**src/rtl/alu_result_pipeline_pkg.sv**
```systemverilog
// -----------------------------------------------------------------------------
// alu_result_pipeline_pkg
// Shared definitions for the single-cycle ALU result delay pipeline.
//   REG_W     : width of a writeback register index
//   DATA_W    : width of one vector lane
//   tidWidth(): thread-id width for a given hardware thread count
// -----------------------------------------------------------------------------
package alu_result_pipeline_pkg;

    localparam int REG_W  = 5;
    localparam int DATA_W = 32;

    // A single-thread core still carries a 1-bit thread id so port widths
    // never collapse to zero.
    function automatic int tidWidth(input int threads);
        return (threads > 1) ? $clog2(threads) : 1;
    endfunction

endpackage

```
**src/rtl/alu_result_slot.sv**
```systemverilog
// -----------------------------------------------------------------------------
// alu_result_slot
// One stage of the result delay pipeline. Captures the upstream entry on
// every non-stalled edge, holds while stalled, and drops the valid bit of any
// entry belonging to the thread being rolled back.
// Ports:
//   clk, reset            : clock, synchronous active-low reset
//   stall                 : hold current contents
//   rollback_en/_thread   : squash request and the thread to squash
//   *_i                   : upstream entry (valid + payload)
//   *_o                   : this stage's registered entry
// -----------------------------------------------------------------------------
module alu_result_slot
    import alu_result_pipeline_pkg::*;
#(
    parameter int LANES = 16,
    parameter int TID_W = 2
) (
    input  logic                    clk,
    input  logic                    reset,
    input  logic                    stall,
    input  logic                    rollback_en,
    input  logic [TID_W-1:0]        rollback_thread,
    input  logic                    valid_i,
    input  logic [TID_W-1:0]        thread_i,
    input  logic                    isMulti_i,
    input  logic [REG_W-1:0]        wbReg_i,
    input  logic                    isVector_i,
    input  logic [LANES-1:0]        mask_i,
    input  logic [DATA_W*LANES-1:0] result_i,
    output logic                    valid_o,
    output logic [TID_W-1:0]        thread_o,
    output logic                    isMulti_o,
    output logic [REG_W-1:0]        wbReg_o,
    output logic                    isVector_o,
    output logic [LANES-1:0]        mask_o,
    output logic [DATA_W*LANES-1:0] result_o
);

    logic                    valid_q,    valid_d;
    logic [TID_W-1:0]        thread_q,   thread_d;
    logic                    isMulti_q,  isMulti_d;
    logic [REG_W-1:0]        wbReg_q,    wbReg_d;
    logic                    isVector_q, isVector_d;
    logic [LANES-1:0]        mask_q,     mask_d;
    logic [DATA_W*LANES-1:0] result_q,   result_d;
    logic                    squashIn;
    logic                    squashHeld;

    // Next-state: hold (squashing our own entry) when stalled, otherwise
    // take the upstream entry with the squash applied to it in flight.
    // The lane data is only worth capturing for single-cycle results; the
    // multi-cycle result arrives separately at the end of the pipe.
    always_comb begin
        squashIn   = rollback_en && (thread_i == rollback_thread);
        squashHeld = rollback_en && (thread_q == rollback_thread);
        valid_d    = valid_q && !squashHeld;
        thread_d   = thread_q;
        isMulti_d  = isMulti_q;
        wbReg_d    = wbReg_q;
        isVector_d = isVector_q;
        mask_d     = mask_q;
        result_d   = result_q;
        if (!stall) begin
            valid_d    = valid_i && !squashIn;
            thread_d   = thread_i;
            isMulti_d  = isMulti_i;
            wbReg_d    = wbReg_i;
            isVector_d = isVector_i;
            mask_d     = mask_i;
            if (!isMulti_i) begin
                result_d = result_i;
            end
        end
    end

    // Only the valid bit needs reset; payload is don't-care when invalid.
    always_ff @(posedge clk) begin
        if (!reset) begin
            valid_q <= 1'b0;
        end else begin
            valid_q <= valid_d;
        end
    end

    // Payload registers follow the next-state logic unconditionally.
    always_ff @(posedge clk) begin
        thread_q   <= thread_d;
        isMulti_q  <= isMulti_d;
        wbReg_q    <= wbReg_d;
        isVector_q <= isVector_d;
        mask_q     <= mask_d;
        result_q   <= result_d;
    end

    assign valid_o    = valid_q;
    assign thread_o   = thread_q;
    assign isMulti_o  = isMulti_q;
    assign wbReg_o    = wbReg_q;
    assign isVector_o = isVector_q;
    assign mask_o     = mask_q;
    assign result_o   = result_q;

endmodule

```
**src/rtl/alu_result_pipeline.sv**
```systemverilog
// -----------------------------------------------------------------------------
// alu_result_pipeline
// Delays single-cycle ALU lane results by LATENCY cycles so they reach
// writeback in step with the multi-cycle pipeline, selects between the two
// result sources, and presents one registered writeback request per cycle.
// Ports:
//   clk, reset           : clock, synchronous active-low reset
//   stall                : freeze every stage and the output
//   rollback_en/_thread  : squash all in-flight entries of one thread
//   ex_*                 : instruction entering from execute
//   mc_result            : multi-cycle result aligned with the oldest slot
//   wb_*                 : registered writeback request
// LATENCY must match the multi-cycle ALU depth (2..8).
// -----------------------------------------------------------------------------
module alu_result_pipeline
    import alu_result_pipeline_pkg::*;
#(
    parameter int LANES   = 16,
    parameter int LATENCY = 4,
    parameter int THREADS = 4,
    localparam int TID_W  = tidWidth(THREADS)
) (
    input  logic                    clk,
    input  logic                    reset,
    input  logic                    stall,
    input  logic                    rollback_en,
    input  logic [TID_W-1:0]        rollback_thread,
    input  logic                    ex_valid,
    input  logic [TID_W-1:0]        ex_thread,
    input  logic                    ex_is_multi,
    input  logic [REG_W-1:0]        ex_wb_reg,
    input  logic                    ex_is_vector,
    input  logic [LANES-1:0]        ex_mask,
    input  logic [DATA_W*LANES-1:0] ex_single_result,
    input  logic [DATA_W*LANES-1:0] mc_result,
    output logic                    wb_valid,
    output logic [TID_W-1:0]        wb_thread,
    output logic [REG_W-1:0]        wb_reg,
    output logic                    wb_is_vector,
    output logic [LANES-1:0]        wb_mask,
    output logic [DATA_W*LANES-1:0] wb_result
);

    localparam int LAST = LATENCY - 1;

    // Index 0 is the incoming execute entry, index k is slot Sk.
    logic                    chainValid    [LATENCY];
    logic [TID_W-1:0]        chainThread   [LATENCY];
    logic                    chainMulti    [LATENCY];
    logic [REG_W-1:0]        chainReg      [LATENCY];
    logic                    chainVector   [LATENCY];
    logic [LANES-1:0]        chainMask     [LATENCY];
    logic [DATA_W*LANES-1:0] chainResult   [LATENCY];

    logic                    wbValid_q,    wbValid_d;
    logic [TID_W-1:0]        wbThread_q,   wbThread_d;
    logic [REG_W-1:0]        wbReg_q,      wbReg_d;
    logic                    wbIsVector_q, wbIsVector_d;
    logic [LANES-1:0]        wbMask_q,     wbMask_d;
    logic [DATA_W*LANES-1:0] wbResult_q,   wbResult_d;
    logic                    lastLive;

    assign chainValid[0]  = ex_valid;
    assign chainThread[0] = ex_thread;
    assign chainMulti[0]  = ex_is_multi;
    assign chainReg[0]    = ex_wb_reg;
    assign chainVector[0] = ex_is_vector;
    assign chainMask[0]   = ex_mask;
    assign chainResult[0] = ex_single_result;

    // Stages S1..S(LATENCY-1), each fed by its predecessor.
    for (genvar k = 1; k < LATENCY; k++) begin : gSlot
        alu_result_slot #(
            .LANES (LANES),
            .TID_W (TID_W)
        ) uSlot (
            .clk             (clk),
            .reset           (reset),
            .stall           (stall),
            .rollback_en     (rollback_en),
            .rollback_thread (rollback_thread),
            .valid_i         (chainValid[k-1]),
            .thread_i        (chainThread[k-1]),
            .isMulti_i       (chainMulti[k-1]),
            .wbReg_i         (chainReg[k-1]),
            .isVector_i      (chainVector[k-1]),
            .mask_i          (chainMask[k-1]),
            .result_i        (chainResult[k-1]),
            .valid_o         (chainValid[k]),
            .thread_o        (chainThread[k]),
            .isMulti_o       (chainMulti[k]),
            .wbReg_o         (chainReg[k]),
            .isVector_o      (chainVector[k]),
            .mask_o          (chainMask[k]),
            .result_o        (chainResult[k])
        );
    end

    // Output stage. The entry leaving the last slot is still in flight, so
    // a rollback of its thread squashes it on the way into the output
    // register; what is already in the output register has committed.
    // An invalid entry only clears wb_valid and leaves the payload alone,
    // and mc_result is only sampled when a live multi-cycle entry leaves.
    always_comb begin
        lastLive     = chainValid[LAST] &&
                       !(rollback_en && (chainThread[LAST] == rollback_thread));
        wbValid_d    = wbValid_q;
        wbThread_d   = wbThread_q;
        wbReg_d      = wbReg_q;
        wbIsVector_d = wbIsVector_q;
        wbMask_d     = wbMask_q;
        wbResult_d   = wbResult_q;
        if (!stall) begin
            wbValid_d = lastLive;
            if (lastLive) begin
                wbThread_d   = chainThread[LAST];
                wbReg_d      = chainReg[LAST];
                wbIsVector_d = chainVector[LAST];
                wbMask_d     = chainMask[LAST];
                wbResult_d   = chainMulti[LAST] ? mc_result : chainResult[LAST];
            end
        end
    end

    // Writeback register; reset clears everything regardless of stall.
    always_ff @(posedge clk) begin
        if (!reset) begin
            wbValid_q    <= 1'b0;
            wbThread_q   <= '0;
            wbReg_q      <= '0;
            wbIsVector_q <= 1'b0;
            wbMask_q     <= '0;
            wbResult_q   <= '0;
        end else begin
            wbValid_q    <= wbValid_d;
            wbThread_q   <= wbThread_d;
            wbReg_q      <= wbReg_d;
            wbIsVector_q <= wbIsVector_d;
            wbMask_q     <= wbMask_d;
            wbResult_q   <= wbResult_d;
        end
    end

    assign wb_valid     = wbValid_q;
    assign wb_thread    = wbThread_q;
    assign wb_reg       = wbReg_q;
    assign wb_is_vector = wbIsVector_q;
    assign wb_mask      = wbMask_q;
    assign wb_result    = wbResult_q;

endmodule

```
**config.mk**
```make
export PLATFORM = sky130hd
export DESIGN_NAME = alu_result_pipeline
export DESIGN_NICKNAME = d
export VERILOG_FILES = /design/src/rtl/alu_result_pipeline_pkg.sv /design/src/rtl/alu_result_slot.sv /design/src/rtl/alu_result_pipeline.sv
export SDC_FILE = /design/constraint.sdc
export NUM_CORES = 2
export LEC_CHECK = 0
export BUFFER_PORTS_ARGS = -buffer_cell sky130_fd_sc_hd__buf_2
export CORE_AREA = 3 3 619 621
export DETAILED_ROUTE_END_ITERATION = 8
export DIE_AREA = 0 0 622 624
export PLACE_DENSITY = 0.47
export SETUP_SLACK_MARGIN = 0.2
export SLEW_MARGIN = 5
export SYNTH_ARGS = -nofsm -noshare
export SYNTH_HDL_FRONTEND = slang
export SYNTH_SLANG_ARGS = --single-unit
```
**constraint.sdc**
```tcl
create_clock -name clk -period 28.2 [get_ports clk]
set_input_delay 5.64 -clock clk [delete_from_list [all_inputs] [get_ports clk]]
set_output_delay 5.64 -clock clk [all_outputs]
set_load 0.005 [all_outputs]
```
---- Word-level counts from Yosys, hierarchy flattened ----
Cells that the tools add are included.
operators by class
  add/subtract/negate cells ............... 0
  multipliers ............................. 0
  divide/modulo/power cells ............... 0
  $lt $le $gt $ge ......................... 0
  equal/unequal tests ..................... 4
  shifts and indexed selects .............. 0
  multiplexer cells ....................... 4
  bitwise operators ....................... 4
  reductions and logical operators ........ 16
operators with widths
  cell                 number
  512-bit two-way mux  1
  2-bit == test        4
  1-bit logical AND    8
  2-bit AND reduction  4
  1-bit logical NOT    4
  1-bit inverter       4
  1-bit two-way mux    3
storage, ports and cells
  register bits ........................... 2151
  latch bits .............................. 0
  memory bits (writable) .................. 0
  memory bits (read-only) ................. 0
  output and inout port bits .............. 537
  memories ................................ 0

---- Longest topological paths before layout ----
  depth in word-level cells ............... 5
  mapped depth ............................ 6
  gate-level depth less buffers ........... 3

---- Cells and area by module ----
From an unflattened synthesis, not the netlist that was laid out.
unflattened totals
  cell total of the unflattened synthesis .. 4811
  area, all modules ....................... 78128.7 um^2
modules (own cells, without submodules)
  module               instances  cells an instance  area each (um^2)  sequential area each (um^2)
  alu_result_slot      3          548                16214.3           16145.5
  alu_result_pipeline  1          3167               29485.8           10750.3

---- Least setup slack after synthesis ----
Ideal clock, no wire load.
  path kind ............................... input to register
  from .................................... input port ex_is_multi
  to ...................................... register gSlot[1].uSlot.result_q[0], enable pin
  setup time .............................. 1.406 ns
  data arrival time ....................... 26.831 ns
  path slack .............................. -0.038 ns
  stages .................................. 1
  path buffers ............................ 0
  path through ............................ nor2_1
between the ends
  word-level cells in the longest chain between the ends .. 2
ends and longest elaborated chain
  element                        line                       source
  from (decl)                    alu_result_pipeline.sv:30  input logic ex_is_multi,
  1-bit inverter (no line)       --
  2-bit AND reduction (no line)  --
  to (signal assigned)           alu_result_slot.sv:93      result_q <= result_d;
  to (decl)                      alu_result_slot.sv:46      logic [DATA_W*LANES-1:0] result_q, result_d;
Every way passes these cells.
A chain may end at the register's enable or synchronous reset.

---- Worst setup path after layout ----
  from .................................... input port stall
  to ...................................... register gSlot[3].uSlot.result_q[264], enable pin
between the ends
  word-level cells in the longest chain between the ends .. 2
ends and longest elaborated chain
  element                        line                       source
  from (decl)                    alu_result_pipeline.sv:25  input logic stall,
  1-bit inverter (no line)       --
  2-bit AND reduction (no line)  --
  to (signal assigned)           alu_result_slot.sv:93
  to (decl)                      alu_result_slot.sv:46
Every way passes these cells.

==> results.py <==
metrics = {
    "yosys": {
        "syn_inst": 4535,
        "synthFlopType": "edfxtp_1",
        "async_flop_share_pct": 0,
        "ys_ff_latch": 2151,
        "synth_top_area_cell": "edfxtp_1",
        "synthTopCellsByCount": "edfxtp_1, nand2_1, dfxtp_1, mux2i_1, mux2_2",
        "yosys.cell_count.top_type": "edfxtp_1",
        "synth_nets": 5591,
        "synth.top_cell.area_share_pct": 63.4,
        "ys_seq_area_share_pct": 77.5,
        "ys_warn_count": 0,
        "avgSynthCellArea_um2": 16.8,
        "synth-edff-count": 1611,
        "synthTopCellsByArea": "edfxtp_1, dfxtp_1, mux2_2",
        "ys_types": 25,
        "netlist_area_mm2": 0.0763,
    },
    "setup_path": {
        "critPathArrivalTime_ps": 10350,
        "worst_setup_path_end_kind": "flip-flop",
        "timing.critical_path.from": "stall",
        "crit_end": "gSlot[3].uSlot.result_o[264]",
        "path_class": "in2reg",
        "crit_path_max_fanout": 68,
        "timing.rr.start": "gSlot[3].uSlot.isMulti_o",
        "crit_required_ps": 28670,
        "r2r_slack_ps": 22720,
        "startpoint_type": "input pin",
        "r2r_end": "wb_result[252]",
        "rr_worst_depth": 9,
    },
    "hold_path": {
        "whs_path_depth": 0,
        "hold_path.class": "reg2reg",
    },
    "pwr": {
        "fin_total_pwr_mw": 7.26,
        "p_per_area_mw_per_mm2": 74.1,
        "p_leak_nw": 39.8,
        "ir_drop_v": 0.0000527,
    },
    "final_layout": {
        "drive_gt1_share_pct": 39.7,
        "syn2layout_area_growth_pct": 28.4,
        "fin_util_pct": 25.9,
        "nets": 7250,
        "largest_register_ffs": 1536,
        "fill_cells": 39200,
        "design_area_mm2": 0.0980,
    },
    "timing": {
        "period_share_pct": 35.0,
        "tightest_slew_ps": 1110,
        "setup_viol": 0,
        "fin_setup_tns_ps": 0,
        "period_minus_slack_ps": 9880,
        "fmax_ghz": 0.101,
        "slew_headroom_pct": 25.8,
        "rsz0062_at_grt": "no",
        "hold_viol": 0,
        "finalClockSkew_ps": 60.7,
        "slew_viol_final": 0,
    },
    "route": {
        "first_pass_iters": 5,
        "top_layer_used": "met5",
        "drc": 0,
        "drt_iter0_drc": 2898,
        "vias": 44000,
        "viasPerCell": 3.82,
        "dr_wl_met2_mm": 140,
        "detail_route.wl_per_cell_um": 24.8,
        "ant_nets": 0,
        "route.met3.wl_mm": 27.9,
        "routed_wl_mm": 286,
        "met1Wirelength_mm": 107,
    },
    "global_routing": {
        "track_usage_pct": 14.1,
        "grt_antenna_before_repair": 249,
        "grt_overflow": 0,
        "grt_pass1_wl_mm": 381,
        "grt_start_max_net_pins": 181,
        "grt_pass1_vias": 45100,
    },
    "place": {
        "place_area_mm2": 0.0894,
        "gp_congestion": 0.926,
        "dp_hpwl_mm": 221,
        "port_buffers": 1592,
    },
    "clock_tree": {
        "clock_latency_ps": 900,
        "ctsResizeCount": 0,
        "cts_buffer_depth": 4,
        "clkTransAtPathRegs_ps": 60,
        "numCtsBuffers": 241,
        "htree_levels": 4,
        "clock-sinks": 2151,
        "cts_root_buffer": "clkbuf_16",
        "post_cts_buffers": 0,
        "cts_tree": "done",
        "cts_hold_buf": 0,
    },
    "die": {
        "die-area_mm2": 0.388,
        "fp.dieH_um": 624,
        "initial_core_util_pct": 20.2,
        "rows": 226,
        "fp.dieW_um": 622,
        "fp.coreArea_mm2": 0.378,
        "io-pin-count": 1593,
    },
    "status": {
        "outcome": "completed",
    },
    "flow_run": {
        "cap_violations": 0,
    },
}
## critical path, stage by stage
cell    delay [ps]
buf_2          200
nor2_4         130
buf_4          580
buf_4          680
buf_4          630
buf_4          590
buf_4          750
buf_4          890
## cells by family after synthesis
logic type	synth area share (%)
AND/OR/NAND/NOR	5.29
multiplexers	14.6
XOR/XNOR	0.102
AO/OA/AOI/OAI	0.146
flip-flops	77.5
buffers and inverters	2.33
## final cells by class
cell class / instances / area [um^2] / area share (%)
clock inverters: 144 / 1870 / 1.91
diodes: 89 / 223 / 0.227
clock buffers: 312 / 6570 / 6.70
well taps: 5016 / 6280 / 6.40
repair buffers: 1653 / 8500 / 8.67
inverters: 3 / 12.5 / 0.0128
flip-flops and latches: 2151 / 59200 / 60.4
multi-input cells: 2144 / 15400 / 15.7
## per-layer routing
| layer | vias to the layer above | GRT usage [%] |
|---|---|---|
| li1 | 19900 | - |
| met1 | 21700 | 15.6 |
| met3 | 664 | 5.91 |
| met2 | 1682 | 24.0 |
| met4 | 66 | 5.22 |
| met5 | - | 0 |
## power breakdown
part / internal [mW] / switching (mW)
clock network: 1.99 / 1.35
registers: 3.56 / 0.0398
logic: 0.128 / 0.190
## worst min path at each step
stage	slack, ps	startpoint	end
2_1_floorplan	400	gSlot[1].uSlot.isVector_o	gSlot[2].uSlot.isVector_o
3_3_place_gp	400	gSlot[2].uSlot.result_o[433]	gSlot[3].uSlot.result_o[433]
3_5_place_dp	400	gSlot[1].uSlot.mask_o[5]	gSlot[2].uSlot.mask_o[5]
4_1_cts	360	gSlot[1].uSlot.result_o[154]	gSlot[2].uSlot.result_o[154]
5_1_grt	380	gSlot[2].uSlot.result_o[467]	gSlot[3].uSlot.result_o[467]
6_report	370	gSlot[2].uSlot.result_o[89]	gSlot[3].uSlot.result_o[89]
## through the flow
stage / hold slack (ps) / setup slack, ps / instances
floorplan: 400 / 8670 / 4535
global placement: 400 / 17360 / 11000
detailed placement: 405 / 17320 / 11000
CTS: 361 / 18290 / 11400
global route: 381 / 18020 / 11500
finish: 370 / 18320 / 11500
## cells in the final DEF, fill, tap and decap left out, types with 2 or more instances in the layout
cell type / netlist / final
a21boi_0: 2 / 2
buf_12: 44 / 5
buf_2: 52 / 1591
buf_4: 5 / 56
bufinv_16: 0 / 37
clkbuf_1: 125 / 48
clkbuf_16: 0 / 245
clkbuf_8: 0 / 19
clkinv_1: 0 / 36
clkinv_16: 0 / 6
clkinv_2: 0 / 36
clkinv_4: 0 / 6
clkinvlp_4: 0 / 11
dfxtp_1: 540 / 540
diode_2: 0 / 89
edfxtp_1: 1611 / 1611
inv_1: 3 / 2
inv_6: 0 / 9
inv_8: 0 / 2
mux2_2: 512 / 512
mux2i_1: 536 / 536
nand2_1: 1073 / 1073
nor2_4: 0 / 3
o311ai_0: 3 / 3
xnor2_1: 2 / 2
xor2_1: 5 / 5
(Power assumes the default switching activity.)
